## config.mk

```make
export PLATFORM = sky130hd
export DESIGN_NAME = syc_fifo_flags
export DESIGN_NICKNAME = d
export VERILOG_FILES = /design/src/rtl/syc_fifo_pkg.sv /design/src/rtl/syc_fifo_mem.sv /design/src/rtl/syc_fifo_flags.sv
export SDC_FILE = /design/constraint.sdc
export NUM_CORES = 1
export LEC_CHECK = 0
export CAP_MARGIN = 20
export CELL_PAD_IN_SITES_DETAIL_PLACEMENT = 1
export CELL_PAD_IN_SITES_GLOBAL_PLACEMENT = 1
export CORE_MARGIN = 10
export CORE_UTILIZATION = 45
export CTS_CLUSTER_DIAMETER = 40
export DETAILED_ROUTE_END_ITERATION = 10
export DONT_BUFFER_PORTS = 1
export HOLD_SLACK_MARGIN = 0.03
export PLACE_DENSITY = 0.66
export SYNTH_ARGS = -nofsm -noshare
export SYNTH_HDL_FRONTEND = slang
export SYNTH_SLANG_ARGS = --single-unit
```

## constraint.sdc

```tcl
create_clock -name clk -period 5.9 [get_ports clk]
set_input_delay 0.885 -clock clk [delete_from_list [all_inputs] [get_ports clk]]
set_output_delay 0.885 -clock clk [all_outputs]
set_load 0.01 [all_outputs]
```

## src/rtl/syc_fifo_pkg.sv

```systemverilog
// -----------------------------------------------------------------------------
// syc_fifo_pkg
// Shared helpers for the syc_fifo_flags FIFO.
// It derives the address and pointer widths from DEPTH and provides the
// parameter-legality checks that the top level evaluates at elaboration.
// -----------------------------------------------------------------------------
package syc_fifo_pkg;

  // Address bits needed to index DEPTH entries.
  function automatic int addr_width(input int depth);
    return $clog2(depth);
  endfunction

  // Pointer width: the address bits plus one wrap bit.
  function automatic int ptr_width(input int depth);
    return $clog2(depth) + 1;
  endfunction

  // DEPTH must be a power of two and at least 2.
  function automatic bit depth_ok(input int depth);
    return (depth >= 32'sd2) && ((depth & (depth - 32'sd1)) == 32'sd0);
  endfunction

  // almost_full threshold must be 1..DEPTH, almost_empty 0..DEPTH-1.
  function automatic bit thresholds_ok(input int depth, input int afull_th,
                                       input int aempty_th);
    return (afull_th >= 32'sd1) && (afull_th <= depth) &&
           (aempty_th >= 32'sd0) && (aempty_th <= (depth - 32'sd1));
  endfunction

endpackage

```

## src/rtl/syc_fifo_mem.sv

```systemverilog
// -----------------------------------------------------------------------------
// syc_fifo_mem
// DEPTH x DATA_WIDTH register array: synchronous write, asynchronous read,
// no reset on the storage.
// Ports:
//   i_clk    clock, rising edge
//   i_we     write enable
//   i_waddr  write address
//   i_wdata  write word
//   i_raddr  read address
//   o_rdata  read word (combinational from i_raddr)
// -----------------------------------------------------------------------------
module syc_fifo_mem #(
  parameter int DATA_WIDTH = 32,
  parameter int DEPTH      = 8,
  parameter int ADDR_WIDTH = 3
) (
  input  logic                  i_clk,
  input  logic                  i_we,
  input  logic [ADDR_WIDTH-1:0] i_waddr,
  input  logic [DATA_WIDTH-1:0] i_wdata,
  input  logic [ADDR_WIDTH-1:0] i_raddr,
  output logic [DATA_WIDTH-1:0] o_rdata
);

  logic [DATA_WIDTH-1:0] r_mem [DEPTH];

  // Storage write; contents are deliberately left unreset.
  always_ff @(posedge i_clk) begin
    if (i_we) begin
      r_mem[i_waddr] <= i_wdata;
    end
  end

  assign o_rdata = r_mem[i_raddr];

endmodule

```

## src/rtl/syc_fifo_flags.sv

```systemverilog
// -----------------------------------------------------------------------------
// syc_fifo_flags
// Single-clock FIFO with selectable read mode (registered or FWFT),
// programmable almost-full/almost-empty thresholds, occupancy count,
// sticky overflow/underflow flags and a synchronous flush.
// Ports:
//   clk           clock, rising edge
//   rstb          asynchronous active-low reset
//   flush         synchronous clear of pointers, error flags (and rd_data when FWFT=0)
//   wr_en/wr_data write request and word
//   rd_en         read request (in FWFT mode: consume head)
//   rd_data       read word
//   full/empty    count == DEPTH / count == 0
//   almost_full   count >= AFULL_TH
//   almost_empty  count <= AEMPTY_TH
//   count         occupancy 0..DEPTH
//   overflow      sticky: a write was rejected
//   underflow     sticky: a read was rejected
// -----------------------------------------------------------------------------
module syc_fifo_flags
  import syc_fifo_pkg::*;
#(
  parameter int DATA_WIDTH = 32,
  parameter int DEPTH      = 8,
  parameter int FWFT       = 0,
  parameter int AFULL_TH   = DEPTH - 2,
  parameter int AEMPTY_TH  = 2
) (
  input  logic                  clk,
  input  logic                  rstb,
  input  logic                  flush,
  input  logic                  wr_en,
  input  logic [DATA_WIDTH-1:0] wr_data,
  input  logic                  rd_en,
  output logic [DATA_WIDTH-1:0] rd_data,
  output logic                  full,
  output logic                  empty,
  output logic                  almost_full,
  output logic                  almost_empty,
  output logic [$clog2(DEPTH):0] count,
  output logic                  overflow,
  output logic                  underflow
);

  localparam int ADDR_WIDTH = addr_width(DEPTH);
  localparam int PTR_WIDTH  = ptr_width(DEPTH);

  localparam logic [PTR_WIDTH-1:0] PTR_ONE   = {{(PTR_WIDTH-1){1'b0}}, 1'b1};
  localparam logic [PTR_WIDTH-1:0] CNT_FULL  = PTR_WIDTH'(DEPTH);
  localparam logic [PTR_WIDTH-1:0] CNT_AFULL = PTR_WIDTH'(AFULL_TH);
  localparam logic [PTR_WIDTH-1:0] CNT_AEMPT = PTR_WIDTH'(AEMPTY_TH);

  // Elaboration-time parameter checks.
  if (!depth_ok(DEPTH)) begin : g_bad_depth
    $error("syc_fifo_flags: DEPTH must be a power of 2 and >= 2");
  end
  if (!thresholds_ok(DEPTH, AFULL_TH, AEMPTY_TH)) begin : g_bad_th
    $error("syc_fifo_flags: AFULL_TH or AEMPTY_TH out of range");
  end

  logic [PTR_WIDTH-1:0]  r_wr_ptr;
  logic [PTR_WIDTH-1:0]  r_rd_ptr;
  logic                  r_overflow;
  logic                  r_underflow;
  logic [PTR_WIDTH-1:0]  w_count;
  logic                  w_full;
  logic                  w_empty;
  logic                  w_wr_acc;
  logic                  w_rd_acc;
  logic [DATA_WIDTH-1:0] w_head;

  // Occupancy is the modular pointer difference; the wrap bit separates
  // full from empty when the address bits match.
  assign w_count = r_wr_ptr - r_rd_ptr;
  assign w_full  = (w_count == CNT_FULL);
  assign w_empty = (w_count == {PTR_WIDTH{1'b0}});

  // A write while full is taken only alongside a read (which is accepted,
  // since full implies not empty). No bypass: a read while empty is refused.
  assign w_rd_acc = rd_en && !w_empty;
  assign w_wr_acc = wr_en && (!w_full || rd_en);

  assign count        = w_count;
  assign full         = w_full;
  assign empty        = w_empty;
  assign almost_full  = (w_count >= CNT_AFULL);
  assign almost_empty = (w_count <= CNT_AEMPT);
  assign overflow     = r_overflow;
  assign underflow    = r_underflow;

  // Write and read pointers; flush outranks any request in the same cycle.
  always_ff @(posedge clk or negedge rstb) begin
    if (!rstb) begin
      r_wr_ptr <= {PTR_WIDTH{1'b0}};
      r_rd_ptr <= {PTR_WIDTH{1'b0}};
    end else if (flush) begin
      r_wr_ptr <= {PTR_WIDTH{1'b0}};
      r_rd_ptr <= {PTR_WIDTH{1'b0}};
    end else begin
      if (w_wr_acc) begin
        r_wr_ptr <= r_wr_ptr + PTR_ONE;
      end
      if (w_rd_acc) begin
        r_rd_ptr <= r_rd_ptr + PTR_ONE;
      end
    end
  end

  // Sticky error flags, cleared only by reset or flush.
  always_ff @(posedge clk or negedge rstb) begin
    if (!rstb) begin
      r_overflow  <= 1'b0;
      r_underflow <= 1'b0;
    end else if (flush) begin
      r_overflow  <= 1'b0;
      r_underflow <= 1'b0;
    end else begin
      if (wr_en && !w_wr_acc) begin
        r_overflow <= 1'b1;
      end
      if (rd_en && w_empty) begin
        r_underflow <= 1'b1;
      end
    end
  end

  syc_fifo_mem #(
    .DATA_WIDTH (DATA_WIDTH),
    .DEPTH      (DEPTH),
    .ADDR_WIDTH (ADDR_WIDTH)
  ) u_mem (
    .i_clk   (clk),
    .i_we    (w_wr_acc && !flush),
    .i_waddr (r_wr_ptr[ADDR_WIDTH-1:0]),
    .i_wdata (wr_data),
    .i_raddr (r_rd_ptr[ADDR_WIDTH-1:0]),
    .o_rdata (w_head)
  );

  if (FWFT != 0) begin : g_fwft
    // Head word falls through; meaningless while empty.
    assign rd_data = w_head;
  end else begin : g_reg_read
    logic [DATA_WIDTH-1:0] r_rd_data;

    // Registered read: capture the old head on an accepted read. When full
    // and writing the same slot, the memory still holds the old word here.
    always_ff @(posedge clk or negedge rstb) begin
      if (!rstb) begin
        r_rd_data <= {DATA_WIDTH{1'b0}};
      end else if (flush) begin
        r_rd_data <= {DATA_WIDTH{1'b0}};
      end else if (w_rd_acc) begin
        r_rd_data <= w_head;
      end else begin
        r_rd_data <= r_rd_data;
      end
    end

    assign rd_data = r_rd_data;
  end

endmodule

```

* Yosys cells after proc, flatten, opt, wreduce, memory -nomap -nowiden
Memory sizes are Yosys's and may differ from the RTL's. Cells that the tools add are included.
Storage, ports and cells: memory bits (writable) 256, bits in registers 42, input bits 37, memories 1, output and inout bits 42, logic and storage cells 39
Memory list:
- u_mem.r_mem | words 8, bits a word 32, read ports 1, clocked after Yosys merged registers in 0, write ports 1, line syc_fifo_mem.sv:26 | logic [DATA_WIDTH-1:0] r_mem [DEPTH];
Cells by class: reductions and logical operators 15, order comparisons 2, add/subtract/negate cells 3, muxes and demuxes 12, eq/ne operators 1
Operators by type and width (number):
- 32-bit two-way mux | 2
- 4-bit two-way mux | 4
- 4-bit by 1-bit adder with 4-bit output, second input constant | 2
- 2-bit nonzero test | 4
- 1-bit two-way mux | 6
- 1-bit logical AND | 5
- 4-bit equality test, second input constant | 1
- 4-bit by 3-bit greater-or-equal comparator with 1-bit output, second input constant | 1
- 4-bit by 2-bit <= comparator with 1-bit output, second input constant | 1
- 1-bit zero test | 4
- 4-bit zero test | 1
- 4-bit subtractor | 1
- 1-bit logical OR | 1

* Depth between registers and ports, before layout
Gate-level depths: netlist (run 1).
word-level depth 9, gate-level depth with buffers 10, depth with buffers taken out 9

* By module
Synthesis (run 1) repeated with hierarchy kept, for this count alone.
Unflattened totals: cell total of the unflattened synthesis 530, area, all modules 11696.2 um^2
By module, submodules not included:
- syc_fifo_mem | area each 9825.7 um^2, cells each 383, times used 1
- syc_fifo_flags | area each 1870.5 um^2, cells each 147, times used 1

* Least setup slack after synthesis (run 1)
Ideal clock, no wire load.
kind flip-flop to flip-flop, start register r_rd_ptr[2], end memory u_mem.r_mem[1][0] (enable), stages on the path, launching flop included 10, arrival 5.247 ns, slack 0.152 ns, required time 5.398 ns, setup time 0.502 ns, clock period less this slack 5.748 ns, cells stage by stage dfrtp_1 -> clkbuf_1 -> clkinv_1 -> clkbuf_1 -> ha_1 -> and3b_2 -> o21ai_1 -> and2_1 -> o31ai_4 -> nor4_1
Between the ends: word-level cells in the longest chain between the ends 8
RTL lines:
- from (decl) | line syc_fifo_flags.sv:62 | logic [PTR_WIDTH-1:0] r_rd_ptr;
- from (signal assigned) | line syc_fifo_flags.sv:95 | r_rd_ptr <= {PTR_WIDTH{1'b0}};
- from (signal assigned) | line syc_fifo_flags.sv:98 | r_rd_ptr <= {PTR_WIDTH{1'b0}};
- from (signal assigned) | line syc_fifo_flags.sv:104 | r_rd_ptr <= r_rd_ptr + PTR_ONE;
- 4-bit subtractor | line syc_fifo_flags.sv:74 | assign w_count = r_wr_ptr - r_rd_ptr;
- 4-bit equality test | line syc_fifo_flags.sv:75 | assign w_full = (w_count == CNT_FULL);
- 1-bit zero test | line syc_fifo_flags.sv:81 | assign w_wr_acc = wr_en && (!w_full || rd_en);
- 1-bit logical OR | line syc_fifo_flags.sv:81
- 1-bit logical AND | line syc_fifo_flags.sv:81
- 1-bit logical AND | line syc_fifo_flags.sv:133 | .i_we (w_wr_acc && !flush),
- 1-bit two-way mux | line syc_fifo_mem.sv:30 | if (i_we) begin
- 1-bit two-way mux (implied by the code) | line syc_fifo_mem.sv:31 | r_mem[i_waddr] <= i_wdata;
- to (decl) | line syc_fifo_mem.sv:26
Every way passes these cells.

* Final worst setup path (run 1)
start register r_wr_ptr[1], end output almost_empty
Between the ends: word-level cells in the longest chain between the ends 2
RTL lines:
- from (decl) | line syc_fifo_flags.sv:61 | logic [PTR_WIDTH-1:0] r_wr_ptr;
- from (signal assigned) | line syc_fifo_flags.sv:94 | r_wr_ptr <= {PTR_WIDTH{1'b0}};
- from (signal assigned) | line syc_fifo_flags.sv:97 | r_wr_ptr <= {PTR_WIDTH{1'b0}};
- from (signal assigned) | line syc_fifo_flags.sv:101 | r_wr_ptr <= r_wr_ptr + PTR_ONE;
- 4-bit subtractor | line syc_fifo_flags.sv:74
- named net count[3] | line syc_fifo_flags.sv:40 | output logic [$clog2(DEPTH):0] count,
- 4-bit by 2-bit <= comparator with 1-bit output | line syc_fifo_flags.sv:87 | assign almost_empty = (w_count <= CNT_AEMPT);
- to (decl) | line syc_fifo_flags.sv:39 | output logic almost_empty,
The timed path passes the listed nets, and every way through them passes these cells.

==> results of run 1 <==
cell usage in the layout (no fill, tap or decap), drive strengths merged, types with 2 or more instances in the layout:
cell      Yosys  layout
edfxtp      256     256
nand2        69      69
mux4         64      64
clkbuf       14      45
dfrtp        42      42
nor2         41      41
a311oi       32      32
buf          20      24
inv           7      15
clkinv        1       9
nor3          6       6
ha            5       5
clkinvlp      0       5
nor4          4       4
a21oi         4       4
xnor2         3       3
nand3         3       3
mux2i         3       3
bufinv        0       3
a21o          3       3
xor2          2       2
a31oi         2       2
metrics by stage:
step | instances | area, µm²
2_1_floorplan | 597 | 11720
6_report | 991 | 13470
4_1_cts | 990 | 13450
3_5_place_dp | 921 | 12170
5_1_grt | 991 | 13470
3_3_place_gp | 920 | 12150
final cells by class:
type	instances	share of cell area
repair buffers	24	0.01617
inverters	8	0.002230
flip-flops and latches	298	0.6493
well taps	335	0.03113
clock buffers	45	0.07554
multi-input cells	257	0.2064
clock inverters	24	0.01923
per-layer routing:
layer | wire length [µm] | up-vias
met2 | 12650 | 166
li1 | - | 2460
met5 | 0 | -
met4 | 381 | 0
met1 | 11020 | 3022
met3 | 1925 | 33
final timing paths:
check,slack (ns),endpoint,depth (start not counted),startpoint
max reg2reg,2.53,u_mem.r_mem[1][13]$_DFFE_PP_,8,r_wr_ptr[0]$_DFFE_PN0P_
max,2.18,almost_empty,7,r_wr_ptr[1]$_DFFE_PN0P_
min in group clk,0.45,rd_data[26]$_DFFE_PN0P_,1,flush
max in group asynchronous,5.73,rd_data[15]$_DFFE_PN0P_,0,rstb
min,0.06,rd_data[5]$_DFFE_PN0P_,0,rstb
min reg2reg,0.61,underflow$_DFFE_PN0P_,2,underflow$_DFFE_PN0P_
cell usage after synthesis (all sizes together):
library cell,n
edfxtp,256
fa,1
nor3,6
o21ai,1
a211oi,1
buf,20
o31ai,1
xnor2,3
and3b,1
a31oi,2
nor4,4
dfrtp,42
and2,1
mux2i,3
nand3b,1
nand4,1
or2,1
nand2,69
clkbuf,14
and3,1
a21oi,4
o41a,1
a41oi,1
a311oi,32
nor2,41
inv,7
nand2b,1
mux4,64
nor2b,1
or3,1
a21o,3
ha,5
xor2,2
nand3,3
mux2,1
clkinv,1
logic make-up after synthesis:
kind of cell | Yosys count | synth area share
adder cells (fa/ha/maj) | 6 | 0.007044
AO/OA/AOI/OAI | 46 | 0.04803
buffers and inverters | 42 | 0.02134
AND/OR/NAND/NOR | 132 | 0.04739
flip-flops | 298 | 0.7454
XOR/XNOR | 5 | 0.004377
multiplexers | 68 | 0.1265
registers in the layout, summed over array words and instances (netlist names):
signal / cells
u_mem.r_mem: 256
underflow: 1
r_rd_ptr: 4
overflow: 1
rd_data: 32
r_wr_ptr: 4
worst register-to-register path, delay by kind of cell (launching register included):
kind / cells / cell delay [ns]
adders and majority gates: 2 / 0.80
and+or+nand+nor: 2 / 0.62
buffers and inverters: 3 / 0.58
DFF: 1 / 0.53
AOI/OAI and AO/OA: 1 / 0.54
report_power, final:
group          leakage, nW  switching (mW)  internal (mW)
sequential            2.87           0.218           2.48
clock                0.613           0.894           1.39
combinational        0.947           0.699          0.571
total                 4.42            1.81           4.44
==> metrics.yaml, run 1 <==
logic_synthesis:
  ys.warnings.count: 0
  syn_avg_cell_area_um2: 19.64
  seq_area_frac_synth: 0.7454
  synth_nets: 640
  ys_top_cells_by_area: "edfxtp_1, mux4_2, dfrtp_1"
  synthCells: 597
  syn_area_um2: 11720
  ys_seq_elements: 298
  netlist.area_leader.share: 0.6557
  synth_cell_type_count: 47
  synth_area_leader_cell: "edfxtp_1"
sta:
  finalWorstSetupSlack_ns: 2.177
  hold_violations: 0
  maxSlewHeadroom: 0.3062
  setup_tns_ns: 0
  slew_violations: 0
  rsz0062_at_grt: "false"
  min_period_over_period: 0.6310
  max_freq_ghz: 0.2686
  setup_viol: 0
  tightest_slew_ns: 1.041
  hold-worst-slack_ns: 0.06087
  fin_crit_ns: 3.723
  finClkSkew_ns: 0.01674
power_and_ir_drop:
  total_power_mw: 6.250
  ir_worst_vdd_mv: 0.3226
  p_per_area_nw_per_um2: 464.1
  p_leak_nw: 4.424
critical_path:
  crit_path_max_incr_delay_ns: 0.66
  path_cells: "ha_1 -> and3b_2 -> o21ai_1 -> and2_1 -> inv_1 -> a211oi_1 -> buf_4"
  cp_data_arrival_time_ns: 2.84
  critical_path.top_delay_family: "flip-flops"
  critPathLaunchType: "flop"
  critPathBufInv: 2
  worstPathMaxFanout: 11
  slowest_stage: "dfrtp_1"
  crit_type: "reg -> out"
  endpoint_kind: "primary output"
  worstPathRequired_ns: 5.02
global_route:
  grtUsageMet1: 0.2022
  grt_overflow_total: 0
  grt_use_total: 0.1574
  grt_max_degree: 68
  antenna_found_initial: 0
  use_met3: 0.04652
  grt_pass1_vias: 6339
  grt-busiest-layer: "met2"
  grtUsageMet2: 0.2586
  grt_pass1_wl_mm: 40.10
clock_tree:
  cts_tree: "yes"
  cts_buffer_depth: 3
  clk_pin_slew_worst_paths_ns: 0.06
  post-cts-setup-buffer-count: 0
  htreeDepth: 2
  cts.repair.resized: 0
  clk_latency_ns: 0.52
  clock-sinks: 298
  cts_hold_buffers: 0
  clockRootBuffer: "clkbuf_16"
  cts_buffers: 38
placed_design:
  port-buffer-count: 0
  gp_congestion: 0.7793
  post-dp-hpwl_mm: 15.21
  dp_worst_setup_slack_ns: 2.568
finish:
  post-route-util: 0.5212
  drive_above_1_share: 0.3018
  area_growth_pct: 14.87
  multi_input_area_um2: 2780
  final_nets: 670
  antennaDiodeCount: 0
  nFillCells: 2321
  register_area_um2: 8743
run_status:
  outcome: "finished, final reports clean"
min_path:
  hold_path_class: "in -> async"
routing:
  first_iter_violations: 403
  drt-wirelength-per-cell_um: 26.21
  drc: 0
  dr.pass1.iters: 5
  ant_nets: 0
  routed_wl_mm: 25.98
  viasPerCell: 5.733
  vias: 5681
floorplan:
  dieArea_um2: 32910
  ios: 79
  dieWidth_um: 181.4
  initial_utilization: 0.4538
  dieHeight_um: 181.4
  rows: 59
  core_area_um2: 25840
job:
  cap_violations: 0
No activity file was read; power rests on OpenSTA's default activity.
==> run 2, diff against run 1 <==
==> constraint.sdc (replaced) <==
create_clock -name clk -period 3.4 [get_ports clk]
set_input_delay 0.51 -clock clk [delete_from_list [all_inputs] [get_ports clk]]
set_output_delay 0.51 -clock clk [all_outputs]
set_load 0.01 [all_outputs]
==> run 2 against run 1 <==
Against the previous run:
- setup slack worse by 2.0 ns
- combinational power increased by 83%
- die area did not move
- critical endpoint is now u_mem.r_mem[4][7]$_DFFE_PP_
- largest cell class unchanged
==> metrics.yaml, run 2 (synthesized netlist as in run 1, its figures left out) <==
run_status:
  outcome: "finished, final reports clean"
routing:
  first_iter_violations: 342  # -15%
  drc: 0  # unchanged
  drt-wirelength-per-cell_um: 25.25  # -3.7%
  dr.pass1.iters: 4  # -1
  ant_nets: 0  # unchanged
  vias: 5641  # -0.70%
  viasPerCell: 5.681  # -0.90%
  routed_wl_mm: 25.07  # -3.5%
global_route:
  grt_overflow_total: 0  # unchanged
  grt_pass1_vias: 6297  # -0.66%
  grt_use_total: 0.1505  # -0.006888
  antenna_found_initial: 0  # unchanged
  grt_pass1_wl_mm: 38.62  # -3.7%
  grt_max_degree: 68  # unchanged
placed_design:
  port-buffer-count: 0  # unchanged
  dp_cells: 919  # -0.22%
  dp_worst_setup_slack_ns: 0.1708  # -2.397 ns
  gp_congestion: 0.7742  # -0.65%
  post-dp-hpwl_mm: 14.48  # -4.8%
  place_area_um2: 12260  # +0.71%
critical_path:
  worstSetupEndpoint: "u_mem.r_mem[4][7]$_DFFE_PP_"
  crit_path_max_incr_delay_ns: 0.49  # -0.17 ns
  endpoint_kind: "flop"
  reg2regPathDepth: 10  # +2
  worstPathMaxFanout: 32  # +21
  critPathBufInv: 4  # +2
  cp.depth: 10  # +3
  slowest_stage: "dfrtp_2"
  path_cells: "inv_4 -> ha_1 -> inv_1 -> fa_2 -> xor2_4 -> or3_4 -> o31ai_4 -> buf_4 -> nor4_4 -> buf_4"
  crit_type: "reg -> reg"
  cp_data_arrival_time_ns: 3.40  # +0.56 ns
  worstReg2RegStart: "r_wr_ptr[0]$_DFFE_PN0P_"
  rr_endpoint: "u_mem.r_mem[4][7]$_DFFE_PP_"
  cp_common_cell: "buf_4"
  crit_start: "r_wr_ptr[0]$_DFFE_PN0P_"
  critPathLaunchType: "flop"
  worstPathRequired_ns: 3.60  # -1.42 ns
  reg2reg_slack_ns: 0.20  # -2.33 ns
  critical_path.top_delay_family: "buffers and inverters"
power_and_ir_drop:
  total_power_mw: 11.40  # +82%
  p_leak_nw: 4.554  # +2.9%
  ir_worst_vdd_mv: 0.6470  # +100%
  p_per_area_nw_per_um2: 828.2  # +78%
sta:
  rsz0062_at_grt: "false"
  max_freq_ghz: 0.3122
  slew_violations: 0  # unchanged
  min_period_over_period: 0.9420
  maxSlewHeadroom: 0.3197  # +0.01355
  setup_viol: 0  # unchanged
  finClkSkew_ns: 0.01877  # +0.002036 ns
  finalWorstSetupSlack_ns: 0.1973  # -1.980 ns
  hold_violations: 0  # unchanged
  tightest_slew_ns: 1.020  # -0.02033 ns
  fin_crit_ns: 3.203
  setup_tns_ns: 0  # unchanged
finish:
  register_area_um2: 8748  # about the same
  multi_input_area_um2: 2873  # +3.3%
  area_growth_pct: 17.40
  final_common_cell: "edfxtp_1"
  nFillCells: 2292  # -1.2%
  antennaDiodeCount: 0  # unchanged
  largest_reg_flops: 256  # unchanged
  fin_area_um2: 13760  # +2.2%
  layout_common_cells: "edfxtp_1, nand2_1, mux4_2, nor2_1, clkbuf_16"
  top_register: "u_mem.r_mem"
  layout.cells.non_filler: 993  # +0.20%
  final_nets: 671  # +0.15%
  drive_above_1_share: 0.3161  # +0.01428
clock_tree:
  clk_latency_ns: 0.52  # about the same
  clock-sinks: 298  # unchanged
  clockRootBuffer: "clkbuf_16"
  cts_tree: "yes"
  cts_buffer_depth: 3  # unchanged
  clk_pin_slew_worst_paths_ns: 0.05  # about the same
  cts_buffers: 39  # +2.6%
  htreeDepth: 2  # unchanged
  cts.repair.resized: 0  # unchanged
floorplan:
  ios: 79  # unchanged
  dieHeight_um: 181.4  # unchanged
  initial_utilization: 0.4538  # unchanged
  dieArea_um2: 32910  # unchanged
  dieWidth_um: 181.4  # unchanged
  core_area_um2: 25840  # unchanged
  rows: 59  # unchanged
min_path:
  hold_path_class: "in -> reg"
job:
  cap_violations: 0  # unchanged
==> run 2: cell count changes in the layout (fill, tap and decap cells not counted), sizes merged <==
| cell | change |
|---|---|
| buf | -1 |
| clkinv | +1 |
| bufinv | +5 |
| clkinvlp | -4 |
| dlygate4sd3 | +1 |
==> run 2: metal layers <==
metal	up-vias	global-route usage	part of all wire	wire, µm
met2	137	0.2521	0.50	12630
met5	-	0	0	0
met3	45	0.04930	0.075	1880
met4	0	0.04230	0.021	535
met1	2999	0.1831	0.40	10030
li1	2460	-	-	-
==> run 2: cell type report <==
cell class                 count  share of cell area
clock buffer                  45             0.07473
clock inverter                26             0.03000
inverter                       8            0.002455
multi-input combinational    257              0.2087
sequential                   298              0.6356
tap                          335             0.03045
timing repair buffer          24             0.01800
==> run 2: metrics by stage <==
step,hold slack (ns),utilization
4_1_cts,0.03352,0.5316
3_5_place_dp,0.2170,0.4744
6_report,0.06397,0.5327
3_3_place_gp,0.2173,0.4744
5_1_grt,0.03778,0.5327
2_1_floorplan,0.2144,-
==> run 2: worst min path at each step <==
| stage | depth (start not counted) | slack [ns] | endpoint | startpoint |
|---|---|---|---|---|
| global route | 1 | 0.04 | rd_data[24]$_DFFE_PN0P_ | flush |
| floorplan | 0 | 0.21 | overflow$_DFFE_PN0P_ | rstb |
| global placement | 0 | 0.22 | r_wr_ptr[3]$_DFFE_PN0P_ | rstb |
| finish | 1 | 0.06 | rd_data[27]$_DFFE_PN0P_ | flush |
| detailed placement | 0 | 0.22 | r_wr_ptr[3]$_DFFE_PN0P_ | rstb |
| CTS | 1 | 0.03 | r_wr_ptr[3]$_DFFE_PN0P_ | flush |
==> run 2: what timing repair did <==
action                    4_1_cts  5_1_grt
hold endpoints to repair       42        0
hold buffers                    2        0
buffers inserted                0        0
==> run 2: power breakdown <==
group / switching [mW] / internal (mW) / leakage (nW)
Combinational: 1.28 / 1.05 / 0.989
Clock: 1.62 / 2.84 / 0.703
Sequential: 0.309 / 4.31 / 2.86
Total: 3.21 / 8.19 / 4.55
==> run 2: worst register-to-register path, stage by stage (launching register included) <==
cell	delay (ns)
dfrtp_2	0.49
inv_4	0.13
ha_1	0.18
inv_1	0.06
fa_2	0.38
xor2_4	0.17
or3_4	0.41
o31ai_4	0.43
buf_4	0.27
nor4_4	0.05
buf_4	0.32
